### config.mk
export PLATFORM = sky130hd
export DESIGN_NAME = shift_unit_arbiter
export DESIGN_NICKNAME = d
export VERILOG_FILES = /design/src/rtl/shift_unit_arbiter.sv
export SDC_FILE = /design/constraint.sdc
export NUM_CORES = 1
export LEC_CHECK = 0
export CORE_ASPECT_RATIO = 1.5
export CORE_MARGIN = 2
export CORE_UTILIZATION = 30
export CTS_BUF_LIST = sky130_fd_sc_hd__clkbuf_8
export DETAILED_ROUTE_END_ITERATION = 16
export DONT_BUFFER_PORTS = 1
export PLACE_DENSITY = 0.5
export REMOVE_ABC_BUFFERS = 1
export SYNTH_ARGS = -nofsm -noshare
export SYNTH_HDL_FRONTEND = slang
export SYNTH_SLANG_ARGS = --single-unit
### constraint.sdc
create_clock -name clk -period 3.4 [get_ports clk]
set_input_delay 0.34 -clock clk [delete_from_list [all_inputs] [get_ports clk]]
set_output_delay 0.34 -clock clk [all_outputs]
set_load 0.005 [all_outputs]
### src/rtl/shift_unit_arbiter.sv
// shift_unit_arbiter
// Shares one external 32-bit combinational logical right shifter between two
// requesters (ALU shift path on port 0, load/store alignment on port 1).
// SRL, SLL, SRA and ROR are all built from right-shift passes through that
// shifter. One operation is in flight at a time, and the result comes back
// registered and tagged with the id of the requester that issued it.

module shift_unit_arbiter #(
  parameter int W    = 32,
  parameter int NREQ = 2
) (
  input  logic                      clk,
  input  logic                      rst_n,

  input  logic                      req0_valid,
  output logic                      req0_ready,
  input  logic [1:0]                req0_op,
  input  logic [W-1:0]              req0_a,
  input  logic [W-1:0]              req0_b,

  input  logic                      req1_valid,
  output logic                      req1_ready,
  input  logic [1:0]                req1_op,
  input  logic [W-1:0]              req1_a,
  input  logic [W-1:0]              req1_b,

  output logic [W-1:0]              sh_a,
  output logic [W-1:0]              sh_b,
  input  logic [W-1:0]              sh_s,

  output logic                      rsp_valid,
  input  logic                      rsp_ready,
  output logic [$clog2(NREQ)-1:0]   rsp_id,
  output logic [W-1:0]              rsp_data
);

  localparam int         IDW     = $clog2(NREQ);
  localparam int         AMTW    = $clog2(W);
  localparam logic [W-1:0] WIDTH_V = W;

  localparam logic [1:0] OP_SRL = 2'b00;
  localparam logic [1:0] OP_SLL = 2'b01;
  localparam logic [1:0] OP_SRA = 2'b10;
  localparam logic [1:0] OP_ROR = 2'b11;

  typedef enum logic [1:0] {
    IDLE  = 2'd0,
    EXEC  = 2'd1,
    EXEC2 = 2'd2,
    RESP  = 2'd3
  } state_t;

  state_t           state;
  state_t           state_nxt;

  // rr_ptr names the requester preferred when both are valid
  logic             rr_ptr;
  logic             grant0;
  logic             grant1;
  logic             handshake;

  logic [1:0]       op_r;
  logic [W-1:0]     a_r;
  logic [W-1:0]     b_r;
  logic [IDW-1:0]   id_r;
  logic [W-1:0]     tmp_r;

  logic [AMTW-1:0]  amt;
  logic [W-1:0]     amt_ext;
  logic             ror_pending;
  logic [W-1:0]     sra_keep;
  logic [W-1:0]     p1;

  logic             rsp_load;
  logic             tmp_load;
  logic [W-1:0]     rsp_nxt;

  function automatic logic [W-1:0] bitrev(input logic [W-1:0] x);
    logic [W-1:0] r;
    for (int i = 0; i < W; i++) begin
      r[i] = x[W-1-i];
    end
    return r;
  endfunction

  // Round-robin choice between the two requesters
  always_comb begin
    grant0 = 1'b0;
    grant1 = 1'b0;
    if (req0_valid && req1_valid) begin
      grant0 = ~rr_ptr;
      grant1 = rr_ptr;
    end else begin
      grant0 = req0_valid;
      grant1 = req1_valid;
    end
  end

  // Ready is only offered while idle and out of reset, so the handshake
  // never fires during reset or while an operation is in flight
  assign req0_ready = rst_n & (state == IDLE) & grant0;
  assign req1_ready = rst_n & (state == IDLE) & grant1;
  assign handshake  = req0_ready | req1_ready;

  // ROR only needs the low amount bits; a zero rotate finishes in one pass
  assign amt         = b_r[AMTW-1:0];
  assign amt_ext     = {{(W-AMTW){1'b0}}, amt};
  assign ror_pending = (op_r == OP_ROR) && (amt != '0);

  // Bits kept from a logical right shift; the rest are filled for SRA
  assign sra_keep = (b_r >= WIDTH_V) ? '0 : ({W{1'b1}} >> b_r);

  // Shifter inputs: driven only in the execute states, zero otherwise
  always_comb begin
    sh_a = '0;
    sh_b = '0;
    case (state)
      EXEC: begin
        sh_a = (op_r == OP_SLL) ? bitrev(a_r) : a_r;
        sh_b = (op_r == OP_ROR) ? amt_ext : b_r;
      end
      EXEC2: begin
        sh_a = bitrev(a_r);
        sh_b = WIDTH_V - amt_ext;
      end
      default: begin
      end
    endcase
  end

  // First-pass post-processing of the shifter result
  always_comb begin
    p1 = sh_s;
    case (op_r)
      OP_SLL: p1 = bitrev(sh_s);
      OP_SRA: begin
        if (a_r[W-1]) begin
          p1 = sh_s | ~sra_keep;
        end
      end
      default: begin
      end
    endcase
  end

  // Next-state logic and result load strobes
  always_comb begin
    state_nxt = state;
    rsp_load  = 1'b0;
    tmp_load  = 1'b0;
    rsp_nxt   = p1;
    case (state)
      IDLE: begin
        if (handshake) begin
          state_nxt = EXEC;
        end
      end
      EXEC: begin
        if (ror_pending) begin
          tmp_load  = 1'b1;
          state_nxt = EXEC2;
        end else begin
          rsp_load  = 1'b1;
          state_nxt = RESP;
        end
      end
      EXEC2: begin
        rsp_load  = 1'b1;
        rsp_nxt   = tmp_r | bitrev(sh_s);
        state_nxt = RESP;
      end
      RESP: begin
        if (rsp_ready) begin
          state_nxt = IDLE;
        end
      end
      default: state_nxt = IDLE;
    endcase
  end

  // State register
  always_ff @(posedge clk or negedge rst_n) begin
    if (!rst_n) begin
      state <= IDLE;
    end else begin
      state <= state_nxt;
    end
  end

  // Capture the granted request; later operand changes are ignored
  always_ff @(posedge clk or negedge rst_n) begin
    if (!rst_n) begin
      op_r   <= OP_SRL;
      a_r    <= '0;
      b_r    <= '0;
      id_r   <= '0;
      rr_ptr <= 1'b0;
    end else if (handshake) begin
      op_r   <= req1_ready ? req1_op : req0_op;
      a_r    <= req1_ready ? req1_a  : req0_a;
      b_r    <= req1_ready ? req1_b  : req0_b;
      id_r   <= req1_ready;
      rr_ptr <= req0_ready;
    end
  end

  // Hold the ROR first pass and present the registered response
  always_ff @(posedge clk or negedge rst_n) begin
    if (!rst_n) begin
      tmp_r     <= '0;
      rsp_data  <= '0;
      rsp_valid <= 1'b0;
      rsp_id    <= '0;
    end else begin
      if (tmp_load) begin
        tmp_r <= p1;
      end
      if (rsp_load) begin
        rsp_data  <= rsp_nxt;
        rsp_valid <= 1'b1;
        rsp_id    <= id_r;
      end else if ((state == RESP) && rsp_ready) begin
        rsp_valid <= 1'b0;
      end
    end
  end

endmodule
==> metrics.csv, run 1 <==
metric;value;unit
status;finished, violations left;
violations;hold timing;
post_cts_buffers;0;
synth_edf_count;0;
clk_pin_slew;80;ps
worst_slew_pin_slew;901;ps
grt_pass1_wl;45100;um
slew_headroom;0.399;
ios;269;
max_cap_viol_count;0;
numPortBuffers;0;
reg2reg_depth;8;
arrival;2760;ps
antenna_found_initial;0;
htree_num_levels;4;
grt_start_max_net_pins;139;
die-area;28400;um2
crit_path_cell_trace;inv_1, ha_1, nor2b_2, buf_4, a22oi_1, nor2b_1;
syn_inst;1062;
antenna_cells;0;
cts_tree;built;
clk_path_buf_depth;2;
drt-initial-drc-count;618;
utilization;0.353;
core_area;26600;um2
synth_cell_types;49;
numCtsBuffers;17;
via_per_inst;5.51;
yosysWarnings;0;
critPathKind;flop to output pin;
area_growth;15.7;%
hold_buffers;59;
r2r_slack;690;ps
cp_top_family;simple AND/OR/NAND/NOR gates;
layout_common_cells;220 x nand2_1, 136 x dfrtp_1, 115 x o21ai_0, 100 x nor2_1, 76 x a21oi_1;
synthFlopType;dfrtp_1;
detail-route-antenna-nets;0;
setup_violations;0;
critPathCaptureType;output pin;
netlist_area;8100;um2
die_h;205;um
dpl.hpwl;20000;um
critPathSlowestCell;nor2b_2;
slew_violations;0;
clock_latency;460;ps
grtUsageTotal;0.202;
fin_skew;9.27;ps
peakVddDrop;0.000498;V
clockRootBuffer;clkbuf_8;
synth_area_per_cell;7.63;um2
crit_required;3060;ps
gp_congestion;0.812;
rr_startpoint;state[0];
vias;7820;
hold_path_class;primary input to asynchronous set/reset pin;
p_per_area;1010;nW/um2
wl_per_cell;20.4;um
p_leak;3.90;nW
fp.dieW;138;um
fillCellCount;2789;
critPathMaxFanout;17;
nets;1250;
max_stage_delay;730;ps
synth_seq_area_share;0.420;
drc;0;
rsz0062_at_grt;false;
r2r_end;a_r[18];
fin_crit_sh;0.912;
holdWs;-434;ps
path_buf_inv;2;
cp-start-kind;flop;
initial_utilization;0.305;
max_freq;0.323;GHz
cts.sinks;136;
gr-total-overflow;0;
first_global_vias;7790;
cts.repair.resized;0;
layout_commonest_cell;nand2_1;
drt_pass1_iterations;5;
setup_tns;0;ps
drive_gt1_frac;0.0609;
rows;73;
layout_min_cycle_time;3100;ps
hold_viol;136;
routed_wl;28900;um
synth-seq-cells;136;
async_flop_share;1.00;
## final cells by class
cell class                      count  area [um2]  area share
Clock inverter                     11         130      0.0139
Sequential cell                   136        3400       0.363
Clock buffer                       20         275      0.0293
Timing Repair Buffer               81         768      0.0819
Multi-Input combinational cell    821        4330       0.461
Tap cell                          337         422      0.0450
Inverter                           14        52.6     0.00560
## how the worst max path moves through the flow
stage / from / end / slack (ps) / cells past startpoint
final: state[1] / sh_a[26] / 300 / 6
after global routing: state[1] / sh_a[31] / 30 / 6
after CTS: state[1] / sh_a[31] / 250 / 6
after detailed placement: state[1] / sh_a[31] / 770 / 6
after global placement: b_r[6] / tmp_r[16] / 770 / 5
after floorplan: rr_ptr / state[1] / -3010 / 3
## flip-flops by register name (all words and copies together) (netlist names)
register   cells
id_r           1
rsp_id         1
rsp_valid      1
op_r           2
a_r           32
state          2
rsp_data      32
rr_ptr         1
b_r           32
tmp_r         32
## cells by family after synthesis
| family | Yosys count | share of synthesized area |
|---|---|---|
| compound gates | 326 | 0.235 |
| xor+xnor | 1 | 0.00108 |
| fa+ha+maj | 10 | 0.0154 |
| buf+inv | 105 | 0.0488 |
| flops | 136 | 0.420 |
| simple gates | 484 | 0.279 |
## routing by layer
| metal | global-route usage | vias up | wire length [um] |
|---|---|---|---|
| li1 | - | 3701 | - |
| met1 | 0.234 | 3751 | 11000 |
| met2 | 0.358 | 318 | 14900 |
| met3 | 0.0491 | 50 | 2030 |
| met4 | 0.0780 | 0 | 939 |
| met5 | 0 | - | 0 |
## power breakdown
| part | internal [mW] | switching (mW) |
|---|---|---|
| registers | 2.45 | 0.701 |
| logic | 1.87 | 3.05 |
| clock network | 0.768 | 0.648 |
## synthesized netlist by cell type (all sizes together) (5+ instances only)
master / number / share of area
dfrtp: 136 / 0.42
nand2: 221 / 0.10
a31oi: 68 / 0.052
o31ai: 7 / 0.0065
a21oi: 76 / 0.047
nand4: 8 / 0.0062
buf: 10 / 0.0048
clkbuf: 81 / 0.038
nor3b: 8 / 0.0074
ha: 10 / 0.015
nor4: 5 / 0.0057
o21ai: 116 / 0.072
nor2b: 57 / 0.044
inv: 14 / 0.0065
nand3: 35 / 0.022
nor2: 100 / 0.046
a22oi: 37 / 0.034
and2: 25 / 0.019
## per-stage QoR
step / power, mW / setup slack, ps / cell area [um2] / instances
6_report: 9.49 / 300 / 9380 / 1420
5_1_grt: 10.4 / 28.7 / 9380 / 1420
4_1_cts: 9.60 / 245 / 9380 / 1420
3_5_place_dp: 8.02 / 773 / 8380 / 1330
3_3_place_gp: 7.96 / 769 / 8380 / 1330
2_1_floorplan: 6.37 / -3010 / 7760 / 971
(Power assumes the default switching activity.)
==> run 2, diff against run 1 <==
--- a/config.mk
+++ b/config.mk
@@ -11,7 +11,6 @@
 export CTS_BUF_LIST = sky130_fd_sc_hd__clkbuf_8
 export DETAILED_ROUTE_END_ITERATION = 16
 export DONT_BUFFER_PORTS = 1
-export PLACE_DENSITY = 0.5
 export REMOVE_ABC_BUFFERS = 1
 export SYNTH_ARGS = -nofsm -noshare
 export SYNTH_HDL_FRONTEND = slang
==> run 2 against run 1 <==
  * Critical endpoint is now sh_b[19]
  * Global-route usage decreased by 0.37 points
  * Die area unchanged
  * Total power increased by 3.7%
  * Largest cell class unchanged
  * The run still ends with hold timing left
==> metrics.csv, run 2 (synthesis results as in run 1) <==
metric;value;unit
placed_area;8390;um2
setup_tns;0;ps
slew_headroom;0.421;
wl_per_cell;20.0;um
via_per_inst;5.54;
grt_pass1_wl;44100;um
dp_cells;1333;
busiest_layer;met2;
fp.dieW;138;um
p_switching;4.53;mW
clockRootBuffer;clkbuf_8;
combPwrFrac;0.518;
cp-start-kind;flop;
drive_gt1_frac;0.0655;
crit_path_cell_trace;inv_1, ha_2, and3b_1, and2_1;
detail-route-antenna-nets;0;
numCtsBuffers;17;
initial_utilization;0.305;
drt_pass1_iterations;5;
seq_power_share;0.322;
layout_commonest_cell;nand2_1;
grtUsageTotal;0.198;
clk_path_buf_depth;2;
hold_path_class;primary input to asynchronous set/reset pin;
max_stage_delay;740;ps
cts.sinks;136;
ios;269;
core_area;26600;um2
violations;hold timing;
max_freq;0.347;GHz
holdWs;-444;ps
arrival;2540;ps
cts.repair.resized;0;
antenna_found_initial;0;
grt.met3_usage;0.0538;
hold_buffers;71;
fin_skew;14.3;ps
grt_start_max_net_pins;139;
slew_violations;0;
vias;7962;
post_cts_buffers;0;
die-area;28400;um2
utilization;0.360;
peakVddDrop;0.000403;V
design_area;9560;um2
drc;0;
grt_use_met1;0.228;
die_h;205;um
dpl.hpwl;19600;um
first_global_vias;7781;
rows;73;
antenna_cells;0;
critPathSlowestCell;and3b_1;
setup_violations;0;
status;finished, violations left;
numPortBuffers;0;
hold_viol;136;
layout_common_cells;220 x nand2_1, 136 x dfrtp_1, 115 x o21ai_0, 100 x nor2_1, 76 x a21oi_1;
clockPowerShare;0.160;
htree_num_levels;4;
max_cap_viol_count;0;
gp_congestion;0.844;
intPower;5.31;mW
critPathCaptureType;output pin;
fin_crit_sh;0.847;
gr-total-overflow;0;
drt-initial-drc-count;757;
worst_slew_pin_slew;867;ps
crit_required;3060;ps
critPathKind;flop to output pin;
routed_wl;28800;um
layout_min_cycle_time;2880;ps
nets;1265;
p_leak;3.97;nW
critPathMaxFanout;26;
layout.cells.non_filler;1436;
p_per_area;1030;nW/um2
clock_latency;480;ps
cts_tree;built;
rsz0062_at_grt;false;
grt.met2_usage;0.345;
sw_frac_of_total;0.460;
area_growth;18.0;%
clk_pin_slew;90;ps
-- run 2: cell types whose count changed in the layout (fill, tap and decap cells not counted) --
cell	before	now
buf_12	1	0
buf_4	21	25
bufinv_16	3	5
clkbuf_8	20	17
clkinv_2	5	3
clkinv_4	0	3
clkinvlp_4	1	2
dlygate4sd3_1	59	71
inv_1	15	13
inv_6	0	2
-- run 2: final timing paths --
| path | from | endpoint | slack (ps) | cells past startpoint |
|---|---|---|---|---|
| max in group asynchronous | rst_n | a_r[16] | 3660 | 0 |
| min | rst_n | tmp_r[25] | -440 | 0 |
| min in group clk | req0_b[21] | b_r[21] | 30 | 2 |
| max reg2reg | b_r[6] | tmp_r[16] | 630 | 5 |
| min reg2reg | tmp_r[29] | tmp_r[29] | 480 | 2 |
| max | state[0] | sh_b[19] | 520 | 4 |
-- run 2: metrics by stage --
step | power (mW) | worst slack [ps]
6_report | 9.85 | 519
5_1_grt | 10.7 | 232
4_1_cts | 9.86 | 486
3_5_place_dp | 8.00 | 641
3_3_place_gp | 7.90 | 689
2_1_floorplan | 6.37 | -3010
-- run 2: power by group through the flow --
| stage | registers, mW | clock network, mW | logic (mW) |
|---|---|---|---|
| 4_1_cts | 3.18 | 1.62 | 5.05 |
| 5_1_grt | 3.27 | 1.69 | 5.70 |
| 3_3_place_gp | 3.19 | 0 | 4.72 |
| 2_1_floorplan | 3.01 | 0 | 3.36 |
| 6_report | 3.17 | 1.58 | 5.10 |
| 3_5_place_dp | 3.21 | 0 | 4.79 |
-- run 2: metal layers --
metal | up-vias | part of all wire
met2 | 351 | 0.51
met1 | 3804 | 0.38
met4 | 0 | 0.035
met5 | - | 0
met3 | 61 | 0.074
li1 | 3746 | -
-- run 2: cell type report --
class | count | area (um2)
Multi-Input combinational cell | 821 | 4330
Inverter | 14 | 52.6
Fill cell | 2724 | 17000
Clock buffer | 17 | 234
Sequential cell | 136 | 3400
Clock inverter | 15 | 224
Tap cell | 337 | 422
Timing Repair Buffer | 96 | 898
-- run 2: worst max-delay path, delay by kind of cell, from the launching register on --
family	cells	cell delay (ps)
AND/OR/NAND/NOR	2	1020
adder cells (fa/ha/maj)	1	530
flip-flops	1	410
buffers and inverters	1	100
